`config.mk`:
```
export PLATFORM = sky130hd
export DESIGN_NAME = cpu_axi_arbiter
export DESIGN_NICKNAME = d
export VERILOG_FILES = /design/src/rtl/cpu_axi_arbiter.sv
export SDC_FILE = /design/constraint.sdc
export NUM_CORES = 1
export LEC_CHECK = 0
export BUFFER_PORTS_ARGS = -buffer_cell sky130_fd_sc_hd__buf_2
export CORE_AREA = 2 2 234 236
export CTS_BUF_LIST = sky130_fd_sc_hd__clkbuf_8
export CTS_CLUSTER_SIZE = 20
export DETAILED_ROUTE_END_ITERATION = 12
export DIE_AREA = 0 0 236 238
export GPL_TIMING_DRIVEN = 0
export PLACE_DENSITY_LB_ADDON = 0.08
export SETUP_SLACK_MARGIN = 0.4
export SYNTH_ARGS = -nofsm -noshare
export SYNTH_HDL_FRONTEND = slang
export SYNTH_SLANG_ARGS = --single-unit
```
`constraint.sdc`:
```
create_clock -name clk -period 2.2 [get_ports clk]
set_input_delay 0.11 -clock clk [delete_from_list [all_inputs] [get_ports clk]]
set_output_delay 0.11 -clock clk [all_outputs]
set_load 0.1 [all_outputs]
```
`src/rtl/cpu_axi_arbiter.sv`:
```
// rtl/cpu_axi_arbiter.sv - two-master to one-slave AXI arbiter, one outstanding transaction
// Round-robin on ties, write before read within a master; R/W/B routed by owner.
module cpu_axi_arbiter #(
   parameter int ID_W = 4
) (
   input  logic            clk,
   input  logic            rst,
   // master 0 (data-cache miss handler)
   input  logic [ID_W-1:0] m0_arid,
   input  logic [31:0]     m0_araddr,
   input  logic [7:0]      m0_arlen,
   input  logic [2:0]      m0_arsize,
   input  logic [1:0]      m0_arburst,
   input  logic            m0_arvalid,
   output logic            m0_arready,
   output logic [ID_W-1:0] m0_rid,
   output logic [31:0]     m0_rdata,
   output logic [1:0]      m0_rresp,
   output logic            m0_rlast,
   output logic            m0_rvalid,
   input  logic            m0_rready,
   input  logic [ID_W-1:0] m0_awid,
   input  logic [31:0]     m0_awaddr,
   input  logic [7:0]      m0_awlen,
   input  logic [2:0]      m0_awsize,
   input  logic [1:0]      m0_awburst,
   input  logic            m0_awvalid,
   output logic            m0_awready,
   input  logic [31:0]     m0_wdata,
   input  logic [3:0]      m0_wstrb,
   input  logic            m0_wlast,
   input  logic            m0_wvalid,
   output logic            m0_wready,
   output logic [ID_W-1:0] m0_bid,
   output logic [1:0]      m0_bresp,
   output logic            m0_bvalid,
   input  logic            m0_bready,
   // master 1 (instruction-cache miss handler)
   input  logic [ID_W-1:0] m1_arid,
   input  logic [31:0]     m1_araddr,
   input  logic [7:0]      m1_arlen,
   input  logic [2:0]      m1_arsize,
   input  logic [1:0]      m1_arburst,
   input  logic            m1_arvalid,
   output logic            m1_arready,
   output logic [ID_W-1:0] m1_rid,
   output logic [31:0]     m1_rdata,
   output logic [1:0]      m1_rresp,
   output logic            m1_rlast,
   output logic            m1_rvalid,
   input  logic            m1_rready,
   input  logic [ID_W-1:0] m1_awid,
   input  logic [31:0]     m1_awaddr,
   input  logic [7:0]      m1_awlen,
   input  logic [2:0]      m1_awsize,
   input  logic [1:0]      m1_awburst,
   input  logic            m1_awvalid,
   output logic            m1_awready,
   input  logic [31:0]     m1_wdata,
   input  logic [3:0]      m1_wstrb,
   input  logic            m1_wlast,
   input  logic            m1_wvalid,
   output logic            m1_wready,
   output logic [ID_W-1:0] m1_bid,
   output logic [1:0]      m1_bresp,
   output logic            m1_bvalid,
   input  logic            m1_bready,
   // shared slave port
   output logic [ID_W-1:0] s_arid,
   output logic [31:0]     s_araddr,
   output logic [7:0]      s_arlen,
   output logic [2:0]      s_arsize,
   output logic [1:0]      s_arburst,
   output logic [1:0]      s_arlock,
   output logic [3:0]      s_arcache,
   output logic [2:0]      s_arprot,
   output logic            s_arvalid,
   input  logic            s_arready,
   input  logic [ID_W-1:0] s_rid,
   input  logic [31:0]     s_rdata,
   input  logic [1:0]      s_rresp,
   input  logic            s_rlast,
   input  logic            s_rvalid,
   output logic            s_rready,
   output logic [ID_W-1:0] s_awid,
   output logic [31:0]     s_awaddr,
   output logic [7:0]      s_awlen,
   output logic [2:0]      s_awsize,
   output logic [1:0]      s_awburst,
   output logic [1:0]      s_awlock,
   output logic [3:0]      s_awcache,
   output logic [2:0]      s_awprot,
   output logic            s_awvalid,
   input  logic            s_awready,
   output logic [ID_W-1:0] s_wid,
   output logic [31:0]     s_wdata,
   output logic [3:0]      s_wstrb,
   output logic            s_wlast,
   output logic            s_wvalid,
   input  logic            s_wready,
   input  logic [ID_W-1:0] s_bid,
   input  logic [1:0]      s_bresp,
   input  logic            s_bvalid,
   output logic            s_bready
);

   typedef enum logic [2:0] {ST_IDLE, ST_ADDR, ST_RDATA, ST_WDATA, ST_WRESP} state_t;

   state_t          state_q, state_d;
   logic            owner_q, owner_d;
   logic            is_wr_q, is_wr_d;
   logic            last_owner_q, last_owner_d;
   logic [ID_W-1:0] wid_q, wid_d;

   logic req0, req1, grant;
   logic in_addr, in_rd, in_wd, in_wr;

   assign req0  = m0_arvalid | m0_awvalid;
   assign req1  = m1_arvalid | m1_awvalid;
   assign grant = (req0 & req1) ? ~last_owner_q : req1;

   always_comb begin
      state_d      = state_q;
      owner_d      = owner_q;
      is_wr_d      = is_wr_q;
      last_owner_d = last_owner_q;
      wid_d        = wid_q;
      case (state_q)
         ST_IDLE: begin
            if (req0 | req1) begin
               owner_d = grant;
               is_wr_d = grant ? m1_awvalid : m0_awvalid;
               wid_d   = grant ? m1_awid : m0_awid;
               state_d = ST_ADDR;
            end
         end
         ST_ADDR: begin
            if (is_wr_q) begin
               if (s_awvalid && s_awready) state_d = ST_WDATA;
            end else if (s_arvalid && s_arready) begin
               state_d = ST_RDATA;
            end
         end
         ST_RDATA: begin
            if (s_rvalid && s_rready && s_rlast) begin
               state_d      = ST_IDLE;
               last_owner_d = owner_q;
            end
         end
         ST_WDATA: begin
            if (s_wvalid && s_wready && s_wlast) state_d = ST_WRESP;
         end
         ST_WRESP: begin
            if (s_bvalid && s_bready) begin
               state_d      = ST_IDLE;
               last_owner_d = owner_q;
            end
         end
         default: state_d = ST_IDLE;
      endcase
   end

   always_ff @(posedge clk) begin
      if (rst) begin
         state_q      <= ST_IDLE;
         owner_q      <= 1'b0;
         is_wr_q      <= 1'b0;
         last_owner_q <= 1'b1;
         wid_q        <= '0;
      end else begin
         state_q      <= state_d;
         owner_q      <= owner_d;
         is_wr_q      <= is_wr_d;
         last_owner_q <= last_owner_d;
         wid_q        <= wid_d;
      end
   end

   assign in_addr = (state_q == ST_ADDR);
   assign in_rd   = (state_q == ST_RDATA);
   assign in_wd   = (state_q == ST_WDATA);
   assign in_wr   = (state_q == ST_WRESP);

   // Address and write-data fields follow the owner; handshakes are gated by state.
   assign s_arid    = owner_q ? m1_arid    : m0_arid;
   assign s_araddr  = owner_q ? m1_araddr  : m0_araddr;
   assign s_arlen   = owner_q ? m1_arlen   : m0_arlen;
   assign s_arsize  = owner_q ? m1_arsize  : m0_arsize;
   assign s_arburst = owner_q ? m1_arburst : m0_arburst;
   assign s_arlock  = 2'b00;
   assign s_arcache = 4'b0000;
   assign s_arprot  = 3'b000;
   assign s_arvalid = in_addr & ~is_wr_q & (owner_q ? m1_arvalid : m0_arvalid);
   assign m0_arready = in_addr & ~is_wr_q & ~owner_q & s_arready;
   assign m1_arready = in_addr & ~is_wr_q &  owner_q & s_arready;

   assign s_awid    = owner_q ? m1_awid    : m0_awid;
   assign s_awaddr  = owner_q ? m1_awaddr  : m0_awaddr;
   assign s_awlen   = owner_q ? m1_awlen   : m0_awlen;
   assign s_awsize  = owner_q ? m1_awsize  : m0_awsize;
   assign s_awburst = owner_q ? m1_awburst : m0_awburst;
   assign s_awlock  = 2'b00;
   assign s_awcache = 4'b0000;
   assign s_awprot  = 3'b000;
   assign s_awvalid = in_addr & is_wr_q & (owner_q ? m1_awvalid : m0_awvalid);
   assign m0_awready = in_addr & is_wr_q & ~owner_q & s_awready;
   assign m1_awready = in_addr & is_wr_q &  owner_q & s_awready;

   assign m0_rid    = s_rid;
   assign m0_rdata  = s_rdata;
   assign m0_rresp  = s_rresp;
   assign m0_rlast  = s_rlast;
   assign m1_rid    = s_rid;
   assign m1_rdata  = s_rdata;
   assign m1_rresp  = s_rresp;
   assign m1_rlast  = s_rlast;
   assign m0_rvalid = in_rd & ~owner_q & s_rvalid;
   assign m1_rvalid = in_rd &  owner_q & s_rvalid;
   assign s_rready  = in_rd & (owner_q ? m1_rready : m0_rready);

   assign s_wid     = wid_q;
   assign s_wdata   = owner_q ? m1_wdata : m0_wdata;
   assign s_wstrb   = owner_q ? m1_wstrb : m0_wstrb;
   assign s_wlast   = owner_q ? m1_wlast : m0_wlast;
   assign s_wvalid  = in_wd & (owner_q ? m1_wvalid : m0_wvalid);
   assign m0_wready = in_wd & ~owner_q & s_wready;
   assign m1_wready = in_wd &  owner_q & s_wready;

   assign m0_bid    = s_bid;
   assign m0_bresp  = s_bresp;
   assign m1_bid    = s_bid;
   assign m1_bresp  = s_bresp;
   assign m0_bvalid = in_wr & ~owner_q & s_bvalid;
   assign m1_bvalid = in_wr &  owner_q & s_bvalid;
   assign s_bready  = in_wr & (owner_q ? m1_bready : m0_bready);

endmodule

```
==> results.yml <==
logic_synthesis:
  synthXorXnorAreaFrac_pct: 0
  postSynth.asyncResetShare_pct: 0
  synth_seq_cells: 10
  yosysSeqAreaShare_pct: 6.41
  synth-main-ff-cell: "dfxtp_1"
  synth_top_family_by_area: "multiplexers"
  yosysUniqueCellTypes: 28
  synth_fa_ha_area_share_pct: 0
  syn-cell-area_sq_um: 3120
  synthSimpleGateAreaFrac_pct: 7.89
  synth_warnings: 0
  syn-instance-count: 361
  syn_avg_cell_area_sq_um: 8.65
  muxShareOfSynthArea_pct: 51.7
  synth-edff-count: 0
  synth_compound_area_share_pct: 4.16
run_status:
  outcome: "finished clean"
global_routing:
  grt_max_degree: 11
  grt_pass1_vias: 4875
  grt_usage_pct: 7.87
  overflow: 0
  grt_pass1_wl_um: 32600
  antenna_found_initial: 5
clocking:
  clockRootBuffer: "clkbuf_8"
  clock_sinks: 10
  cts_buffers: 3
  postCtsHoldBufs: 0
  clock_latency_ns: 0.24
  cts_tree: "yes"
  ctsHtreeMaxLevel: 1
  clk_pin_slew_ns: 0.05
  cts_buffer_depth: 2
detailed_routing:
  routed_wirelength_um: 24300
  drc: 0
  avgViaCountPerCell: 2.86
  drtIter0Drc: 54
  firstDrtPassIters: 4
  vias: 4669
  ant_nets: 0
  wl_per_cell_um: 14.9
timing:
  setup_viol: 0
  clock_skew_ns: 0.00217
  fmax_ghz: 0.541
  timing.setup.tns_ns: 0
  rsz0062_at_grt: "true"
  report.final.slew_viol_count: 0
  worst_slew_pin_slew_ns: 0.747
  slew_headroom_pct: 49.8
  hold_ws_ns: 0.237
  finalHoldViolations: 0
  finalCritPeriodShare_pct: 84.0
  period_needed_ns: 1.85
floorplan:
  initial_utilization_pct: 5.84
  die_w_um: 236
  rows: 85
  core_area_sq_um: 53500
  die_y_um: 238
  top_level_ports: 594
  dieArea_sq_um: 56200
final_layout:
  layout_commonest_cell: "buf_2"
  nNetsFinal: 1268
  layout_common_cells: "buf_2 (382), buf_4 (136), buf_12 (96)"
  drive_above_1_share_pct: 90.8
  synthToLayoutAreaGrowth_pct: 203
setup_path:
  critPathMostFrequentCell: "buf_12"
  cp-start-kind: "register"
  cpPeakStageDelay_ns: 0.32
  path_max_fanout: 7
  arrival_ns: 1.74
  crit_chain: "buf_6 > buf_12 > buf_12 > buf_12 > buf_16 > mux2_4 > buf_12"
  required_ns: 2.09
  path_class: "register to primary output"
  critical-path-slowest-cell: "mux2_4"
  cp_top_family: "buffers and inverters"
  crit_path_end_kind: "primary output"
  path_buf_inv: 6
placed_design:
  place.gp.congestion: 0.713
  port_buffers: 530
  dp_hpwl_um: 21200
job:
  max_cap_viol_count: 0
power_and_ir_drop:
  ir_drop_mv: 0.237
  p_per_area_nw_per_um2: 539
  power.leakage_nw: 4.64
hold_path:
  hp-class: "input port to register"
[cells in the mapped netlist (3+ instances only)]
cell        n  share of area (%)
dfxtp_1    10                6.4
buf_4     108                 26
nand3_1     3               0.48
buf_2      17                2.7
nor2_1     20                2.4
nor2b_1     4               0.80
inv_1       4               0.48
mux2i_1     8                2.6
mux2_2    135                 49
a211oi_1    5                1.2
a21oi_1     4               0.64
o21ai_0     4               0.64
nor3_1      7                1.1
nor3b_1     3               0.72
nand2_1    13                1.6
[per-stage QoR]
stage	setup WS, ns	cells	power [mW]	cell area [sq um]	util (%)
floorplan	0.312	378	3.33	3290	-
global placement	-0.540	1604	4.04	6820	12.7
detailed placement	-0.519	1604	4.02	6820	12.7
CTS	0.296	1627	4.92	8760	16.4
global route	0.294	1632	5.26	9450	17.7
finish	0.352	1635	5.10	9460	17.7
[what timing repair did]
item	in CTS	in global routing
pin swaps	0	1
cloned	8	0
resized for setup	439	156
buffers inserted	11	4
endpoints found under the setup margin	153	122
[worst reg2reg max path: stages, from the launching register on]
cell and delay (ns):
dfxtp_2 0.32, buf_6 0.12, buf_4 0.16, mux2i_4 0.29, nor3_1 0.08, a311o_1 0.36
a31oi_1 0.16, a311oi_1 0.06
[worst paths after layout]
| kind | start | to | slack [ns] | depth (start not counted) |
|---|---|---|---|---|
| max | owner_q | s_wdata[14] | 0.35 | 7 |
| min | m1_awid[3] | s_wid[3] | 0.24 | 3 |
| max reg2reg | owner_q | state_q[0] | 0.50 | 7 |
| min reg2reg | s_wid[2] | s_wid[2] | 0.50 | 2 |
[power by group]
| group | internal [mW] | switching [mW] | leakage, nW |
|---|---|---|---|
| Combinational | 1.48 | 3.15 | 4.53 |
| Clock | 0.158 | 0.0810 | 0.0288 |
| Sequential | 0.205 | 0.0288 | 0.0840 |
[layout make-up]
class,count,area [sq um]
fillers,6041,44000
repair buffers,553,4670
multi-input cells,236,2510
plain buffers,128,1120
well taps,696,871
flip-flops and latches,10,205
clock buffers,4,55.1
inverters,4,18.8
diodes,4,10.0
[routing by layer]
metal,track usage (%),routed length [um],up-vias
li1,-,-,2297
met5,0,15,-
met1,7.85,8240,2141
met4,0.386,64,4
met2,16.8,14400,217
met3,1.93,1530,10
[flip-flops by register name (all words and copies together) (netlist names)]
name	count
last_owner_q	1
state_q	3
s_wid	4
owner_q	1
is_wr_q	1
[kinds of logic after synthesis]
logic type / after synthesis
other: 1
AND/OR/NAND/NOR: 54
buffers and inverters: 132
AO/OA/AOI/OAI: 20
multiplexers: 144
flip-flops: 10
(Power assumes the default switching activity.)
